[src/rtl/seg_scan_decoder_if.sv]
// Scan-bus interface for the multiplexed 7-segment display.
// The master drives the bus (display scanner); the slave watches it (decoder).
interface seg_scan_decoder_if;
   logic [6:0] seg;      // {a,b,c,d,e,f,g}, active-high
   logic       seg_dp;   // decimal point of the enabled digit
   logic [5:0] seg_enb;  // active-low one-hot digit enables

   modport master (
      output seg,
      output seg_dp,
      output seg_enb
   );

   modport slave (
      input  seg,
      input  seg_dp,
      input  seg_enb
   );
endinterface

[src/rtl/seg_scan_decoder.sv]
// seg_scan_decoder: receive side of the multiplexed 7-segment scan bus.
// Filters the scanned bus, decodes each settled digit back to a nibble plus
// decimal point, and publishes a coherent six-digit snapshot once every
// slot has been captured. Also flags illegal bus content and a stopped scan.
module seg_scan_decoder #(
   parameter int unsigned SETTLE_CYC = 4,
   parameter logic [31:0] TIMEOUT    = 32'd20000
) (
   input  logic              clk,
   input  logic              rst_n,
   seg_scan_decoder_if.slave i_scan,
   input  logic              i_err_clr,
   output logic [23:0]       o_digits,
   output logic [5:0]        o_dp,
   output logic              o_frame_done,
   output logic              o_err,
   output logic              o_stalled
);

   typedef enum logic [1:0] {
      ST_IDLE,
      ST_SETTLE,
      ST_CAPTURE,
      ST_HOLD
   } state_t;

   // Counter value at which the bus has been stable long enough to capture.
   localparam logic [7:0] SETTLE_LAST = 8'(SETTLE_CYC - 1);

   // Inverse of the display encoder: {illegal, nibble}.
   // Blank (all segments off) is legal and reads back as F.
   function automatic logic [4:0] f_decode(input logic [6:0] seg);
      logic [4:0] res;
      case (seg)
         7'h7E:   res = 5'h00;
         7'h30:   res = 5'h01;
         7'h6D:   res = 5'h02;
         7'h79:   res = 5'h03;
         7'h33:   res = 5'h04;
         7'h5B:   res = 5'h05;
         7'h5F:   res = 5'h06;
         7'h70:   res = 5'h07;
         7'h7F:   res = 5'h08;
         7'h73:   res = 5'h09;
         7'h00:   res = 5'h0F;
         default: res = 5'h1E;
      endcase
      return res;
   endfunction

   // Registered bus copy and the copy from one cycle earlier.
   logic [6:0]  r_seg;
   logic        r_dp;
   logic [5:0]  r_enb;
   logic [6:0]  r_seg_prev;
   logic        r_dp_prev;
   logic [5:0]  r_enb_prev;

   // FSM state and settle counter.
   state_t      r_state;
   state_t      w_state_next;
   logic [7:0]  r_settle_cnt;
   logic [7:0]  w_settle_cnt_next;

   // Frame assembly.
   logic [5:0]  r_mask;
   logic [5:0]  w_mask_next;
   logic        r_pub_pend;
   logic [23:0] r_digits;
   logic [5:0]  r_dp_out;
   logic        r_frame_done;
   logic [23:0] w_shadow_digits;
   logic [5:0]  w_shadow_dp;
   logic [5:0]  w_slot_sel;

   // Status.
   logic        r_err;
   logic [31:0] r_to_cnt;

   // Combinational helpers.
   logic        w_bus_changed;
   logic        w_enb_changed;
   logic        w_enb_valid;
   logic        w_enb_gap;
   logic        w_enb_illegal;
   logic        w_capture;
   logic [4:0]  w_cap_dec;

   assign w_bus_changed = {r_seg, r_dp, r_enb} != {r_seg_prev, r_dp_prev, r_enb_prev};
   assign w_enb_changed = r_enb != r_enb_prev;
   assign w_enb_valid   = $onehot(~r_enb);
   assign w_enb_gap     = r_enb == 6'h3F;

   // Capture always uses the previous registered copy: it is the value that
   // stayed stable through the settle window, even if the bus moves on in
   // the capture cycle itself.
   assign w_cap_dec     = f_decode(r_seg_prev);

   // Input stage: one register on the pins, one more for change detection.
   always_ff @(posedge clk or negedge rst_n) begin
      if (!rst_n) begin
         r_seg      <= 7'h00;
         r_dp       <= 1'b0;
         r_enb      <= 6'h3F;
         r_seg_prev <= 7'h00;
         r_dp_prev  <= 1'b0;
         r_enb_prev <= 6'h3F;
      end else begin
         r_seg      <= i_scan.seg;
         r_dp       <= i_scan.seg_dp;
         r_enb      <= i_scan.seg_enb;
         r_seg_prev <= r_seg;
         r_dp_prev  <= r_dp;
         r_enb_prev <= r_enb;
      end
   end

   // FSM state register and settle counter.
   always_ff @(posedge clk or negedge rst_n) begin
      if (!rst_n) begin
         r_state      <= ST_IDLE;
         r_settle_cnt <= 8'd0;
      end else begin
         r_state      <= w_state_next;
         r_settle_cnt <= w_settle_cnt_next;
      end
   end

   // Next-state logic: any bus change re-classifies the enables, whatever
   // the current state; otherwise the state advances on stability.
   always_comb begin
      w_state_next      = r_state;
      w_settle_cnt_next = r_settle_cnt;
      w_capture         = 1'b0;
      w_enb_illegal     = 1'b0;

      case (r_state)
         ST_SETTLE: begin
            if (r_settle_cnt + 8'd1 == SETTLE_LAST) begin
               w_state_next = ST_CAPTURE;
            end else begin
               w_settle_cnt_next = r_settle_cnt + 8'd1;
            end
         end
         ST_CAPTURE: begin
            w_capture    = 1'b1;
            w_state_next = ST_HOLD;
         end
         default: begin
            // IDLE waits for a change; HOLD allows one capture per dwell.
         end
      endcase

      if (w_bus_changed) begin
         w_settle_cnt_next = 8'd0;
         if (w_enb_valid) begin
            w_state_next = (SETTLE_CYC == 1) ? ST_CAPTURE : ST_SETTLE;
         end else begin
            w_state_next  = ST_IDLE;
            w_enb_illegal = !w_enb_gap;
         end
      end
   end

   // A new capture after a completed frame starts the next frame's mask.
   assign w_mask_next = (r_pub_pend ? 6'h00 : r_mask) | w_slot_sel;

   // One shadow slot per digit; only the slot whose enable is active is written.
   genvar gi;
   generate
      for (gi = 0; gi < 6; gi++) begin : g_slot
         logic [3:0] r_nib;
         logic       r_sdp;

         assign w_slot_sel[gi] = w_capture & ~r_enb_prev[gi];

         // Latest capture for this digit wins until the frame is published.
         always_ff @(posedge clk or negedge rst_n) begin
            if (!rst_n) begin
               r_nib <= 4'hF;
               r_sdp <= 1'b0;
            end else if (w_slot_sel[gi]) begin
               r_nib <= w_cap_dec[3:0];
               r_sdp <= r_dp_prev;
            end
         end

         assign w_shadow_digits[4*gi +: 4] = r_nib;
         assign w_shadow_dp[gi]            = r_sdp;
      end
   endgenerate

   // Frame tracking and publication of the complete snapshot.
   always_ff @(posedge clk or negedge rst_n) begin
      if (!rst_n) begin
         r_mask       <= 6'h00;
         r_pub_pend   <= 1'b0;
         r_digits     <= 24'hFFFFFF;
         r_dp_out     <= 6'h00;
         r_frame_done <= 1'b0;
      end else begin
         r_mask       <= w_mask_next;
         r_pub_pend   <= w_capture && (w_mask_next == 6'h3F);
         r_frame_done <= r_pub_pend;
         if (r_pub_pend) begin
            r_digits <= w_shadow_digits;
            r_dp_out <= w_shadow_dp;
         end
      end
   end

   // Sticky error: illegal enables or an illegal captured segment code; set beats clear.
   always_ff @(posedge clk or negedge rst_n) begin
      if (!rst_n) begin
         r_err <= 1'b0;
      end else if (w_enb_illegal || (w_capture && w_cap_dec[4])) begin
         r_err <= 1'b1;
      end else if (i_err_clr) begin
         r_err <= 1'b0;
      end
   end

   // Stall detector: cycles since the last enable change, saturating.
   always_ff @(posedge clk or negedge rst_n) begin
      if (!rst_n) begin
         r_to_cnt <= 32'd0;
      end else if (w_enb_changed) begin
         r_to_cnt <= 32'd0;
      end else if (r_to_cnt != TIMEOUT) begin
         r_to_cnt <= r_to_cnt + 32'd1;
      end
   end

   assign o_digits     = r_digits;
   assign o_dp         = r_dp_out;
   assign o_frame_done = r_frame_done;
   assign o_err        = r_err;
   assign o_stalled    = r_to_cnt == TIMEOUT;

endmodule
[src/flat_wrapper.sv]
// flat-port wrapper written by rule: the top's interface ports become plain ports
module seg_scan_decoder_flat 
#(
   parameter int unsigned SETTLE_CYC = 4,
   parameter logic [31:0] TIMEOUT    = 32'd20000
)
  (clk, rst_n, i_err_clr, o_digits, o_dp, o_frame_done, o_err, o_stalled, i_scan_seg, i_scan_seg_dp, i_scan_seg_enb);
  seg_scan_decoder_if i_scan_i ();
  input  logic clk;
  input  logic rst_n;
  input  logic i_err_clr;
  output logic [23:0] o_digits;
  output logic [5:0] o_dp;
  output logic o_frame_done;
  output logic o_err;
  output logic o_stalled;
  input wire logic [$bits(i_scan_i.seg)-1:0] i_scan_seg;
  input wire logic [$bits(i_scan_i.seg_dp)-1:0] i_scan_seg_dp;
  input wire logic [$bits(i_scan_i.seg_enb)-1:0] i_scan_seg_enb;
  assign i_scan_i.seg = i_scan_seg;
  assign i_scan_i.seg_dp = i_scan_seg_dp;
  assign i_scan_i.seg_enb = i_scan_seg_enb;
  seg_scan_decoder #(.SETTLE_CYC(SETTLE_CYC), .TIMEOUT(TIMEOUT)) u_core (.clk(clk), .rst_n(rst_n), .i_scan(i_scan_i), .i_err_clr(i_err_clr), .o_digits(o_digits), .o_dp(o_dp), .o_frame_done(o_frame_done), .o_err(o_err), .o_stalled(o_stalled));
endmodule
[config.mk]
export PLATFORM = sky130hd
export DESIGN_NAME = seg_scan_decoder_flat
export DESIGN_NICKNAME = d
export VERILOG_FILES = /design/src/rtl/seg_scan_decoder_if.sv /design/src/rtl/seg_scan_decoder.sv /design/src/flat_wrapper.sv
export SDC_FILE = /design/constraint.sdc
export NUM_CORES = 1
export LEC_CHECK = 0
export CAP_MARGIN = 30
export CORE_MARGIN = 2
export CORE_UTILIZATION = 55
export CTS_BUF_LIST = sky130_fd_sc_hd__clkbuf_4 sky130_fd_sc_hd__clkbuf_8 sky130_fd_sc_hd__clkbuf_16
export DETAILED_ROUTE_END_ITERATION = 16
export GPL_TIMING_DRIVEN = 0
export PLACE_DENSITY = 0.77
export SETUP_SLACK_MARGIN = 0.15
export SYNTH_ARGS = -nofsm -noshare
export SYNTH_HDL_FRONTEND = slang
export SYNTH_SLANG_ARGS = --single-unit
[constraint.sdc]
create_clock -name clk -period 2.8 [get_ports clk]
set_input_delay 0.7 -clock clk [delete_from_list [all_inputs] [get_ports clk]]
set_output_delay 0.7 -clock clk [all_outputs]
set_load 0.02 [all_outputs]
# [Word-level counts from Yosys, hierarchy flattened]
# Index checks and enable logic that the tools add are counted.
[classes] add_sub_neg=7 mul=0 n_div=0 magnitude_cmp=0 n_eq_ne=22 n_shift=0 muxes=16 n_bitwise=14 n_reduce_logical=11
[ops] cell="two-way mux 32 bit" count=2
[ops] cell="== test 7 bit, second input constant" count=8
[ops] cell="case mux 5 bit (11 select lines)" count=1
[ops] cell="adder 32 x 1 -> 32 bit, second input constant" count=1
[ops] cell="== test 32 x 15 -> 1 bit, second input constant" count=1
[ops] cell="!= test 32 x 15 -> 1 bit, second input constant" count=1
[ops] cell="two-way mux 8 bit" count=3
[ops] cell="== test 7 x 6 -> 1 bit, second input constant" count=2
[ops] cell="!= test 14 bit" count=1
[ops] cell="== test 6 bit, second input constant" count=2
[ops] cell="adder 8 x 1 -> 8 bit, second input constant" count=1
[ops] cell="== test 8 x 2 -> 1 bit, second input constant" count=1
[ops] cell="zero test 7 bit" count=1
[ops] cell="adder 1 x 1 -> 2 bit" count=3
[ops] cell="adder 3 bit" count=2
[ops] cell="bitwise AND 1 bit" count=6
[ops] cell="two-way mux 1 bit" count=6
[ops] cell="two-way mux 6 bit" count=1
[ops] cell="!= test 6 bit" count=1
[ops] cell="NOT 1 bit" count=6
[ops] cell="NOT 6 bit" count=1
[ops] cell="OR 6 bit" count=1
[ops] cell="nonzero test 2 bit" count=3
[ops] cell="two-way mux 2 bit" count=2
[ops] cell="other kinds (11)" count=13
[totals] regBits=139 latch_bits=0 ramBits=0 romBits=0 input_bits=17 out_inout_bits=33 memories=0

# [Depth between registers and ports, before layout]
# Gate-level depths: netlist of the first run.
[depth] ltp_word=9 ltp_mapped=8 depth_no_buf=8

# [Worst setup path before layout of the first run]
# No wires, ideal clock.
[synth_path] kind="reg2out" startpoint="register u_core.r_to_cnt[0]" endpoint="output o_stalled" t_arrival_ps=1586 path_slack_ps=514 path_stages_with_launch=6 n_path_buf=0 path_cell_list="dfrtp_1 inv_1 ha_1 nor4b_1 nand2_1 nor3_1"
[synth_between] elab_chain_cells=1
[synth_lines] element="start: declaration" line="seg_scan_decoder.sv:78" source="logic [31:0] r_to_cnt;"
[synth_lines] element="start signal: assignment" line="seg_scan_decoder.sv:230" source="r_to_cnt <= r_to_cnt + 32'd1;"
[synth_lines] element="== test 32 x 15 -> 1 bit" line="seg_scan_decoder.sv:238" source="assign o_stalled = r_to_cnt == TIMEOUT;"
[synth_lines] element="end: declaration" line="flat_wrapper.sv:16" source="output logic o_stalled;"
# No other way between the ends.

# [Final worst setup path of the first run]
[layout_path] startpoint="register u_core.r_to_cnt[7]" endpoint="output o_stalled"
# Same word-level chain as after synthesis.

==> summary.txt, run 1 <==
status: finished, final reports clean
Buffers on Ports: 49
kind of start point of the critical path: register
# IOs: 50
GRT Max-Usage Layer: met2
crit path DAT: 1.86 ns
post-route cell area: 7599 sq um
Worst Setup Slack post-DPL: -0.1354 ns
Clock Path Buffers: 2
FMAX: 0.3902 GHz
final global-route overflow total: 0
Initial Utilization: 56.73%
Cell Area, Synth: 6177 sq um
clk sinks: 139
Power Density: 590.3 nW/um^2
Netlist cell types: 49
Wirelength per Cell: 16.04 microns
grt met2 use: 37.82%
area growth from synthesis to layout: 23.01%
final clock skew: 0.005113 ns
leakage power total: 3.110 nW
Max-slew headroom: 57.77%
Most used DFF post-synth: dfrtp_1
Switching Share: 22.20%
fin cells: 770
gr usage total: 22.47%
clock group share of total power: 48.1%
final hold violation count: 0
Placed Instances: 729
die area: 12,090 sq um
Ant. Diodes: 0
commonest non-fill, non-tap cell in the layout: dfrtp_1
Least-Margin Pin Slew: 0.6335 ns
First DRT Iteration DRCs: 208
Worst Setup End Kind: output pin
Detail Route Antenna Nets: 0
YS warnings: 0
commonest non-fill, non-tap cells in the layout: dfrtp_1, dfstp_2, clkdlybuf4s50_1
FILL cells: 789
drc violations: 0
Via density: 5.482
routing usage on met1: 28.46%
Syn Area/Cell: 11.46 sq um
critical path's slowest cell: dfrtp_2
NumNets Final: 649
Post-synth EDFFs: 0
CTS tree: done
Int Pwr: 3.489 mW
Post-synth ARST share: 100.0%
Num CTS Buffers: 17
#FFs+latches synth: 139
Root Driver: clkbuf_8
fraction of layout cells with a size suffix above 1: 27.94%
Final period util: 91.52%
largest net degree at the start of global routing: 75
crit-path max cell delay: 0.45 ns
setup TNS: 0 ns
drt pass-1 iters: 4
Comb power frac: 5.7%
hold buffer count at cts: 0
GP Congestion: 0.8912
Final min period: 2.563 ns
register share of total power: 46.2%
Final Setup Violations: 0
Vias: 4,221
Placed Area: 6872 sq um
Die X: 110.0 microns
peak supply drop: 0.3739 mV
global-route wire length before repair: 20,800 microns
RSZ-0062 raised after global routing: no
vias in the first global route: 4,384
met3 usage: 4.821%
Seq/Total Area, Yosys: 57.52%
CP bufs+invs: 1
initial antenna violation count: 0
cells after synthesis: 539
Worst EP required: 2.10 ns
Rows: 38
CP cell instances: nor4b_4 > nand3_1 > nor3_4 > buf_6
Net Sw Power: 995.9 uW
CORE AREA: 10,890 sq um
clk_lat worst skew: 0.53 ns
htree depth: 4
HPWL Detailed: 8204 microns
clk slew on worst S/H paths: 0.06 ns
Worst path top cell family by delay: simple AND/OR/NAND/NOR gates
maximum fanout along the worst path: 5
syn nets: 571
Crit Path Category: reg -> out
Hold WC Path Type: in -> async
drt total wl: 12,350 microns
final setup margin: 0.2373 ns
fin. max-slew vios: 0
max_cap viols: 0
die height: 110.0 microns
-- layout make-up --
cell class / count / area, sq um / area share, %
Sequential cell: 139 / 3558 / 46.83
Clock inverter: 11 / 116.4 / 1.531
Buffer: 22 / 107.6 / 1.416
Inverter: 23 / 86.33 / 1.136
Clock buffer: 21 / 456.7 / 6.010
Tap cell: 140 / 175.2 / 2.305
Multi-Input combinational cell: 355 / 2510 / 33.03
Timing Repair Buffer: 59 / 588.1 / 7.739
-- worst paths after layout --
kind,startpoint,end,slack (ns),cells after the start
setup / recovery,u_core.r_to_cnt[7],o_stalled,0.24,4
hold / removal,rst_n,u_core.r_seg_prev[5],0.16,1
setup reg to reg,u_core.r_enb[5],u_core.r_settle_cnt[1],0.42,6
hold reg to reg,u_core.r_pub_pend,u_core.o_frame_done,0.37,0
max in group asynchronous,rst_n,u_core.o_digits[19],1.87,2
min in group clk,u_core.r_pub_pend,u_core.o_frame_done,0.37,0
-- worst register-to-register path, delay by kind of cell, from the launching register on --
family	cells	cell delay, ns
buffers and inverters	1	0.31
XOR/XNOR	1	0.08
AO/OA/AOI/OAI	1	0.21
flip-flops	1	0.59
AND/OR/NAND/NOR	3	1.11
-- logic make-up (layout without fill, tap and decap cells) --
logic type / after synthesis / in the layout / share of synthesized area, %
buf+inv: 45 / 136 / 3.140
mux: 37 / 37 / 6.725
fa+ha+maj: 15 / 15 / 3.281
xor+xnor: 48 / 48 / 6.806
flops: 139 / 139 / 57.52
simple gates: 191 / 191 / 16.14
compound gates: 64 / 64 / 6.381
-- through the flow --
stage / util [%] / power [mW] / hold WS, ns
6_report: 69.79 / 4.485 / 0.1566
4_1_cts: 68.71 / 4.522 / 0.1761
3_5_place_dp: 63.11 / 2.356 / 0.3586
5_1_grt: 69.79 / 4.656 / 0.1964
2_1_floorplan: - / 2.243 / 0.3519
3_3_place_gp: 62.85 / 2.337 / 0.3528
-- Yosys cell counts, drive strengths merged (7+ instances only) --
library cell  instances  area, sq um
a21oi                16        102.6
and3                  9        56.30
clkbuf               16        60.06
dfrtp                79         1977
dfstp                60         1577
ha                   13        162.7
inv                  23        86.33
mux2                 36        405.4
nand2                47        176.4
nand2b                9        56.30
nand3                20        105.1
nand4                14        87.58
nor2                 46        175.2
nor3                 10        55.05
nor4                  7        58.81
nor4b                 7        61.31
o21ai                36        180.2
xnor2                22        192.7
xor2                 26        227.7
-- power groups by stage --
| stage | clock network (mW) | registers, mW | logic (mW) |
|---|---|---|---|
| 2_1_floorplan | 0 | 2.10 | 0.144 |
| 3_3_place_gp | 0 | 2.10 | 0.236 |
| 3_5_place_dp | 0 | 2.10 | 0.253 |
| 4_1_cts | 2.19 | 2.07 | 0.257 |
| 5_1_grt | 2.30 | 2.07 | 0.283 |
| 6_report | 2.16 | 2.07 | 0.254 |
-- registers in the layout (all words and copies together) (netlist names), 7 cells and up --
name	flops
u_core.r_to_cnt	32
u_core.g_slot.r_nib	24
u_core.o_digits	24
u_core.r_settle_cnt	8
u_core.r_seg	7
u_core.r_seg_prev	7
-- routing by layer --
metal	vias up	share of wire (%)	routed length, microns
met5	-	0	0
met4	0	1.5	185
met3	17	3.6	444
met2	92	51	6334
met1	2104	44	5385
li1	2008	-	-
-- timing repair --
item,4_1_cts,5_1_grt
setup endpoints to repair,1,1
pin swaps,2,7
gates resized for setup,9,14
buffers inserted,2,7
(Power assumes the default switching activity.)
==> run 2: changes to the inputs <==
--- a/config.mk
+++ b/config.mk
@@ -5,12 +5,11 @@
 export SDC_FILE = /design/constraint.sdc
 export NUM_CORES = 1
 export LEC_CHECK = 0
-export CAP_MARGIN = 30
+export CAP_MARGIN = 0
 export CORE_MARGIN = 2
 export CORE_UTILIZATION = 55
 export CTS_BUF_LIST = sky130_fd_sc_hd__clkbuf_4 sky130_fd_sc_hd__clkbuf_8 sky130_fd_sc_hd__clkbuf_16
 export DETAILED_ROUTE_END_ITERATION = 16
-export GPL_TIMING_DRIVEN = 0
 export PLACE_DENSITY = 0.77
 export SETUP_SLACK_MARGIN = 0.15
 export SYNTH_ARGS = -nofsm -noshare
==> constraint.sdc (replaced) <==
create_clock -name clk -period 2.4 [get_ports clk]
set_input_delay 0.6 -clock clk [delete_from_list [all_inputs] [get_ports clk]]
set_output_delay 0.6 -clock clk [all_outputs]
set_load 0.02 [all_outputs]
==> run 2 against run 1 <==
Compared with the run above: the flow now finishes with violations (setup timing); wire length is 0.69% higher; sequential share of layout area fell by 0.88 points; die area unchanged; worst hold slack lost 0.099 ns; clock skew is 0.0018 ns higher; clock power grew 17%; non-clock buffer count grew 10; combinational power is 23% higher; sequential power increased by 17%; final cell count up 1.7%; clock-buffer cell count is 1 higher.
==> summary.txt, run 2 (synthesis results as in run 1) <==
vias in the first global route: 4,215 (-3.9%)
fraction of layout cells with a size suffix above 1: 31.57% (+3.6 points)
clk slew on worst S/H paths: 0.06 ns (about the same)
status: finished, violations left
Final period util: 101.3%
Die X: 110.0 microns (unchanged)
initial antenna violation count: 0 (unchanged)
largest net degree at the start of global routing: 68 (-9.3%)
FMAX: 0.4114 GHz
HPWL Detailed: 8114 microns (-1.1%)
leakage power total: 3.353 nW (+7.8%)
most flop-heavy register: u_core.r_to_cnt
Final min period: 2.431 ns
final global-route overflow total: 0 (unchanged)
die height: 110.0 microns (unchanged)
Power Density: 680.1 nW/um^2 (+15%)
Initial Utilization: 56.73% (unchanged)
commonest non-fill, non-tap cell in the layout: dfrtp_1
gr usage total: 22.07% (-0.40 points)
htree depth: 4 (unchanged)
Least-Margin Pin Slew: 0.6781 ns (+0.04458 ns)
Root Driver: clkbuf_8
Num CTS Buffers: 17 (unchanged)
setup TNS: -0.03099 ns (-0.03099 ns)
fin. max-slew vios: 0 (unchanged)
# IOs: 50 (unchanged)
RSZ-0062 raised after global routing: yes
kind of start point of the critical path: register
CTS tree: done
critical path's slowest cell: dfrtp_1
violated checks: setup timing
die area: 12,090 sq um (unchanged)
crit path DAT: 1.83 ns (-0.03 ns)
GP Congestion: 0.8298 (-6.9%)
Via density: 5.502 (+0.37%)
area growth from synthesis to layout: 25.24%
CORE AREA: 10,890 sq um (unchanged)
Wirelength per Cell: 15.88 microns (-0.98%)
Vias: 4,308 (+2.1%)
max_cap viols: 0 (unchanged)
final hold violation count: 0 (unchanged)
Worst Setup Slack post-DPL: -0.05954 ns (+0.07585 ns)
clk sinks: 139 (unchanged)
drc violations: 0 (unchanged)
CP cell instances: nor4b_1 > nand3_1 > nor3_2 > buf_4
global-route wire length before repair: 20,360 microns (-2.1%)
peak supply drop: 0.3804 mV (+1.7%)
Ant. Diodes: 0 (unchanged)
Buffers on Ports: 49 (unchanged)
drt total wl: 12,430 microns (+0.69%)
final setup margin: -0.03099 ns (-0.2683 ns)
Max-slew headroom: 54.08% (-3.7 points)
Hold WC Path Type: in -> async
Crit Path Category: reg -> out
Final Setup Violations: 1 (+1)
drt pass-1 iters: 4 (unchanged)
Worst Setup End Kind: output pin
max reg flops: 32 (unchanged)
Clock Path Buffers: 2 (unchanged)
commonest non-fill, non-tap cells in the layout: dfrtp_1, dfstp_2, nand2_1
crit-path max cell delay: 0.38 ns (-0.07 ns)
First DRT Iteration DRCs: 159 (-24%)
final clock skew: 0.006956 ns (+0.001843 ns)
Worst EP required: 1.80 ns (-0.30 ns)
clk_lat worst skew: 0.52 ns (about the same)
NumNets Final: 662 (+2.0%)
maximum fanout along the worst path: 2 (-3)
Rows: 38 (unchanged)
Design Power: 5.262 mW (+17%)
Detail Route Antenna Nets: 0 (unchanged)
run 2: through the flow:
| step | cells | instance area (sq um) | util, % | hold slack [ns] |
|---|---|---|---|---|
| CTS | 774 | 7622 | 70.01 | 0.05045 |
| detailed placement | 740 | 7000 | 64.30 | 0.3843 |
| global route | 783 | 7736 | 71.05 | 0.07164 |
| global placement | 740 | 7000 | 64.30 | 0.3784 |
| floorplan | 539 | 6177 | - | 0.3044 |
| finish | 783 | 7736 | 71.05 | 0.05752 |
run 2: worst max-delay path, delay by kind of cell (launching register included):
family	cells	cell delay, ns
and+or+nand+nor	3	0.76
DFF	1	0.38
buffers and inverters	1	0.18
run 2: repair_timing:
action | in CTS | in global routing
buffers inserted | 2 | 6
cloned | 0 | 3
setup endpoints to repair | 26 | 21
pin swaps | 5 | 6
hold buffers | 0 | 0
gates resized for setup | 38 | 8
run 2: report_power, final:
part           switching [mW]  leakage [nW]  internal [mW]
Clock                   0.993         0.296           1.54
Combinational           0.174          1.37          0.138
Sequential             0.0296          1.68           2.39
run 2: area by class of cell:
| cell class | instances | area (sq um) |
|---|---|---|
| Fill cell | 766 | 3152 |
| Clock inverter | 10 | 72.57 |
| Inverter | 23 | 86.33 |
| Clock buffer | 22 | 521.8 |
| Sequential cell | 139 | 3555 |
| Tap cell | 140 | 175.2 |
| Multi-Input combinational cell | 358 | 2542 |
| Timing Repair Buffer | 91 | 783.3 |
run 2: final timing paths:
path,startpoint,slack (ns),to,depth (start not counted)
min in group clk,u_core.r_seg[1],0.39,u_core.r_seg_prev[1],0
max in group asynchronous,rst_n,1.57,u_core.g_slot[3].r_nib[0],2
worst min-delay path,rst_n,0.06,u_core.o_frame_done,1
worst min register to register,u_core.r_seg[1],0.39,u_core.r_seg_prev[1],0
worst max-delay path,u_core.r_to_cnt[8],-0.03,o_stalled,4
worst max register to register,u_core.r_enb[4],0.21,u_core.o_err,8
run 2: routing by layer:
layer | GRT usage [%] | vias to the layer above | share of wire [%] | wire length, microns
li1 | - | 2053 | - | -
met1 | 28.76 | 2137 | 44 | 5429
met2 | 35.93 | 109 | 52 | 6425
met3 | 5.644 | 9 | 3.9 | 488
met4 | 7.957 | 0 | 0.73 | 91
met5 | 0 | - | 0 | 0
